--- src/rtl/floppy_sensor_conditioner.sv ---
// Conditions raw floppy drive sensors into clean synchronous status flags:
// synchronize + debounce, index pulse shaping, revolution period, disk-change latch.
module floppy_sensor_conditioner #(
  parameter int DEBOUNCE_CYCLES    = 2000,
  parameter int INDEX_PULSE_CYCLES = 96000,
  parameter int PERIOD_W           = 24
) (
  input  logic                clk,
  input  logic                rst,
  input  logic                ind_sens,
  input  logic                t00_sens,
  input  logic                wpr_sens,
  input  logic                dsk_sens,
  input  logic                chg_clr,
  output logic                index_active,
  output logic                track0_active,
  output logic                wprot_active,
  output logic                disk_present,
  output logic                disk_changed,
  output logic [PERIOD_W-1:0] rev_period,
  output logic                rev_valid
);
  localparam int DW = (DEBOUNCE_CYCLES > 1) ? $clog2(DEBOUNCE_CYCLES + 1) : 1;
  localparam int WW = (INDEX_PULSE_CYCLES > 1) ? $clog2(INDEX_PULSE_CYCLES + 1) : 1;
  // Channel order {dsk, wpr, t00, ind}; reset to inactive levels (index idles high).
  localparam logic [3:0] IDLE_LVL = 4'b0001;

  typedef enum logic {IDLE, PULSE} state_t;

  logic [3:0]         raw, sync1_q, sync2_q, db_q, db_d;
  logic [3:0][DW-1:0] cnt_q, cnt_d;
  logic               ind_dly_q;
  logic               hole_edge, dsk_fall;
  logic               disk_present_q, disk_present_d;
  logic               track0_q, track0_d, wprot_q, wprot_d;
  logic               disk_changed_q, disk_changed_d;
  state_t             state_q, state_d;
  logic [WW-1:0]      wcnt_q, wcnt_d;
  logic [PERIOD_W-1:0] per_cnt_q, per_cnt_d, rev_period_q, rev_period_d;
  logic               have_edge_q, have_edge_d, rev_valid_q, rev_valid_d;

  assign raw = {dsk_sens, wpr_sens, t00_sens, ind_sens};

  always_comb begin
    db_d  = db_q;
    cnt_d = cnt_q;
    for (int i = 0; i < 4; i++) begin
      if (sync2_q[i] == db_q[i]) begin
        cnt_d[i] = '0;
      end else if (cnt_q[i] == DW'(DEBOUNCE_CYCLES - 1)) begin
        db_d[i]  = sync2_q[i];
        cnt_d[i] = '0;
      end else begin
        cnt_d[i] = cnt_q[i] + 1'b1;
      end
    end
  end

  // Status outputs take the debounced value one cycle later; a disk fall is
  // seen on the same edge that drops disk_present so dependents react in step.
  assign disk_present_d = db_q[3];
  assign track0_d       = db_q[1];
  assign wprot_d        = db_q[2] | ~db_q[3];
  assign dsk_fall       = disk_present_q & ~disk_present_d;
  assign hole_edge      = ind_dly_q & ~db_q[0] & disk_present_q;

  always_comb begin
    state_d = state_q;
    wcnt_d  = wcnt_q;
    case (state_q)
      IDLE: if (hole_edge) begin
        state_d = PULSE;
        wcnt_d  = WW'(INDEX_PULSE_CYCLES);
      end
      PULSE: if (wcnt_q <= WW'(1)) state_d = IDLE;
             else                  wcnt_d  = wcnt_q - 1'b1;
      default: state_d = IDLE;
    endcase
    if (dsk_fall) state_d = IDLE;
  end

  always_comb begin
    per_cnt_d    = per_cnt_q;
    rev_period_d = rev_period_q;
    rev_valid_d  = 1'b0;
    have_edge_d  = have_edge_q;
    if (hole_edge) begin
      per_cnt_d   = PERIOD_W'(1);
      have_edge_d = 1'b1;
      if (have_edge_q && !(&per_cnt_q)) begin
        rev_period_d = per_cnt_q;
        rev_valid_d  = 1'b1;
      end
    end else if (!(&per_cnt_q)) begin
      per_cnt_d = per_cnt_q + 1'b1;
    end
    if (!disk_present_d) have_edge_d = 1'b0;
  end

  always_comb begin
    disk_changed_d = disk_changed_q;
    if (dsk_fall)     disk_changed_d = 1'b1;
    else if (chg_clr) disk_changed_d = 1'b0;
  end

  always_ff @(posedge clk or posedge rst) begin
    if (rst) begin
      sync1_q        <= IDLE_LVL;
      sync2_q        <= IDLE_LVL;
      db_q           <= IDLE_LVL;
      cnt_q          <= '0;
      ind_dly_q      <= 1'b1;
      disk_present_q <= 1'b0;
      track0_q       <= 1'b0;
      wprot_q        <= 1'b1;
      disk_changed_q <= 1'b1;
      state_q        <= IDLE;
      wcnt_q         <= '0;
      per_cnt_q      <= '0;
      rev_period_q   <= '0;
      rev_valid_q    <= 1'b0;
      have_edge_q    <= 1'b0;
    end else begin
      sync1_q        <= raw;
      sync2_q        <= sync1_q;
      db_q           <= db_d;
      cnt_q          <= cnt_d;
      ind_dly_q      <= db_q[0];
      disk_present_q <= disk_present_d;
      track0_q       <= track0_d;
      wprot_q        <= wprot_d;
      disk_changed_q <= disk_changed_d;
      state_q        <= state_d;
      wcnt_q         <= wcnt_d;
      per_cnt_q      <= per_cnt_d;
      rev_period_q   <= rev_period_d;
      rev_valid_q    <= rev_valid_d;
      have_edge_q    <= have_edge_d;
    end
  end

  assign index_active  = (state_q == PULSE);
  assign track0_active = track0_q;
  assign wprot_active  = wprot_q;
  assign disk_present  = disk_present_q;
  assign disk_changed  = disk_changed_q;
  assign rev_period    = rev_period_q;
  assign rev_valid     = rev_valid_q;
endmodule
--- config.mk ---
export PLATFORM = sky130hd
export DESIGN_NAME = floppy_sensor_conditioner
export DESIGN_NICKNAME = d
export VERILOG_FILES = /design/src/rtl/floppy_sensor_conditioner.sv
export SDC_FILE = /design/constraint.sdc
export NUM_CORES = 1
export LEC_CHECK = 0
export CORE_MARGIN = 2
export CORE_UTILIZATION = 26
export DETAILED_ROUTE_END_ITERATION = 10
export GPL_ROUTABILITY_DRIVEN = 0
export PLACE_DENSITY_LB_ADDON = 0.12
export SLEW_MARGIN = 20
export SYNTH_ARGS = -nofsm -noshare
export SYNTH_HDL_FRONTEND = slang
export SYNTH_SLANG_ARGS = --single-unit
--- constraint.sdc ---
create_clock -name clk -period 5 [get_ports clk]
set_clock_uncertainty 0.2 [all_clocks]
set_input_delay 0.5 -clock clk [delete_from_list [all_inputs] [get_ports clk]]
set_output_delay 0.5 -clock clk [all_outputs]
set_load 0.005 [all_outputs]
==> metrics <==
status=complete, no violations; # fillers=2240; CTS tree=done; synth warn=0; Power Density=324.5 mW/mm^2; post-cts sizing count=0; layout cell share with drive strength beyond 1=~14%; gr usage total=10.72%; Core Region=0.02176 mm^2; Setup crit start kind=flop; RSZ-0062 raised after global routing=no; final setup fails=0; worst-path fanout max=14; # diodes=0; CP endpoint kind=flop; Via density=4.519; Num CTS Buffers=17; FF-to-FF Start=per_cnt_q[0]; Slew Limit Fails=0; Post-synth EDFFs=0; critical path class=reg2reg; syn_nets=527; Post-Place Worst Slack=2.220 ns; CP endpoint=rev_period[10]; worst reg2reg setup slack=2.25 ns; leak pwr=3.169 nW; Avg Cell Area, Syn=approximately 11 um^2; post-route cell area=0.007002 mm^2; CTS sink cnt=129; Die X=152.8 um; Worst-Margin Slew=just over 0.8 ns; Req. time, crit path=just over 5 ns; Iter 0 DRT Violations=203; largest net degree at the start of global routing=67; Clock Tree Root=clkbuf_16; DRT Pass-1 Iters=4; global-route wire length before repair=around 20000 um; Synth cell types=45; Worst VDD drop=0.0001892 V; Final nets=576; num ports=37; r2r endpoint=rev_period[10]; Final Critical Period=roughly 2.8 ns; post-DR wirelength/cell=13.38 um; Placed Area=about 0.0064 mm^2; FP Rows=54; ys async rst share=100.0%; synthesized flop and latch total=129; die area=0.02335 mm^2; setup tns final=0 ns; post-DP HPWL=7677 um; Starting Density=26.47%; placed instance count=823; Critical Path Source=per_cnt_q[0]; H-tree levels=4; CP Data Arrival Time=2.85 ns; sequential fraction of the synthesis area=56.19%; Fmax=363.1 MHz; crit share post-route=55.08%; Routed Antenna Nets=0; Non-Filler Instances=854; clk slew on worst S/H paths=roughly 0.050 ns; most common cell after layout, fill and taps aside=dfrtp_1; Worst Hold Class=reg2reg; post-CTS setup buffers=0; Final Hold Fails=0; relative max-transition margin=45.09%; dominant synthesized flop cell=dfrtp_1; Post-CTS Hold Buffers=0; Final WS setup=2.246 ns; Remaining Overflow, GRT=0; Max clock buf depth=2; Tot Pwr=2.272 mW; r2r worst-path depth=7; initial antenna violation count=0; Gate Count Post-Synth=between 500 and 600; Clock Latency Late Sink=0.41 ns; most frequent cells in the layout=123 x dfrtp_1, 86 x nor2_1, 37 x nand3_1; Post-Syn Area=0.005758 mm^2; total wire length=around 11000 um; IO buf count=36; vias in the first global route=4115; DRC violations left=0; area grow syn2layout=21.60%; via count=approximately 3900; die height=between 150 and 200 um; Max Cap Violations=0
logic make-up (layout without fill, tap and decap cells):
group	count (synthesis)	after routing	share of synthesized area (%)
simple gates	215	215	18.88
flops	129	129	56.19
xor+xnor	66	66	10.04
compound gates	40	40	5.107
mux	32	32	6.171
buf+inv	24	85	2.086
fa+ha+maj	7	7	1.521
state kept, by name, summed over array words and instances (netlist names), 4 cells and up:
signal / flops
sync2_q: 4
sync1_q: 4
per_cnt_q: 24
rev_period: 24
cnt_q: 44
wcnt_q: 17
db_q: 4
report_power, final:
| group | internal [mW] | total [mW] | switching (mW) |
|---|---|---|---|
| Sequential | 1.06 | 1.07 | 0.00817 |
| Combinational | 0.0144 | 0.0476 | 0.0332 |
| Clock | 0.729 | 1.16 | 0.430 |
| Total | 1.80 | 2.27 | 0.472 |
synth_stat cells (2+ instances only):
cell type,n,share of area [%]
and3_1,19,2.1
or3_1,3,0.33
nor3_1,5,0.43
o31ai_1,3,0.39
or4_4,2,0.39
o211ai_1,3,0.39
a31oi_1,4,0.43
dfrtp_1,123,53
ha_1,7,1.5
o21ai_0,10,0.87
or4_1,5,0.65
and4_1,6,0.91
nand4_1,12,1.3
nand2_1,19,1.2
xnor2_1,32,4.9
nor2b_1,6,0.65
mux2i_1,4,0.70
inv_1,11,0.72
mux2_2,28,5.5
a211oi_1,7,0.91
clkbuf_1,9,0.59
xor2_1,34,5.2
nor4_1,4,0.43
a21oi_1,4,0.35
nand3_1,37,3.2
o2111ai_1,3,0.46
dfstp_2,6,2.7
buf_6,4,0.78
nor2_1,86,5.6
or3_2,2,0.26
cell type report:
type	instances	area [um^2]	area share, %
clock buffers	25	495.5	7.076
clock inverters	6	55.05	0.7863
inverters	11	43.79	0.6254
multi-input cells	360	2409	34.40
flip-flops and latches	129	3236	46.21
well taps	280	350.3	5.004
repair buffers	43	412.9	5.897
how the worst min path moves through the flow:
stage	start	end	slack (ns)	cells after the start
after floorplan	sync1_q[1]	sync2_q[1]	0.13	0
after global placement	sync1_q[1]	sync2_q[1]	0.13	0
after detailed placement	sync1_q[3]	sync2_q[3]	0.14	0
after CTS	sync1_q[3]	sync2_q[3]	0.15	0
after global routing	sync1_q[2]	sync2_q[2]	0.16	0
final	sync1_q[3]	sync2_q[3]	0.15	0
critical path: stages (launching register included):
cell     delay, ns
dfrtp_1       0.43
ha_1          0.22
nand3_1       0.26
nor4_2        0.37
nand2_2       0.17
and3_1        0.41
buf_4         0.30
mux2_2        0.28
stage by stage:
stage	util [%]	hold slack, ns
2_1_floorplan	-	0.1312
3_3_place_gp	29.62	0.1329
3_5_place_dp	29.62	0.1401
4_1_cts	32.15	0.1528
5_1_grt	32.18	0.1555
6_report	32.18	0.1494
layer usage:
metal / vias up / wire [um] / part of all wire [%] / GRT usage, %
li1: 1885 / - / - / -
met1: 1911 / 5776 / 51 / 14.49
met2: 48 / 5037 / 44 / 16.08
met3: 15 / 403 / 3.5 / 3.034
met4: 0 / 206 / 1.8 / 4.630
met5: - / 0 / 0 / 0
Power figures use the tool's default switching activity.
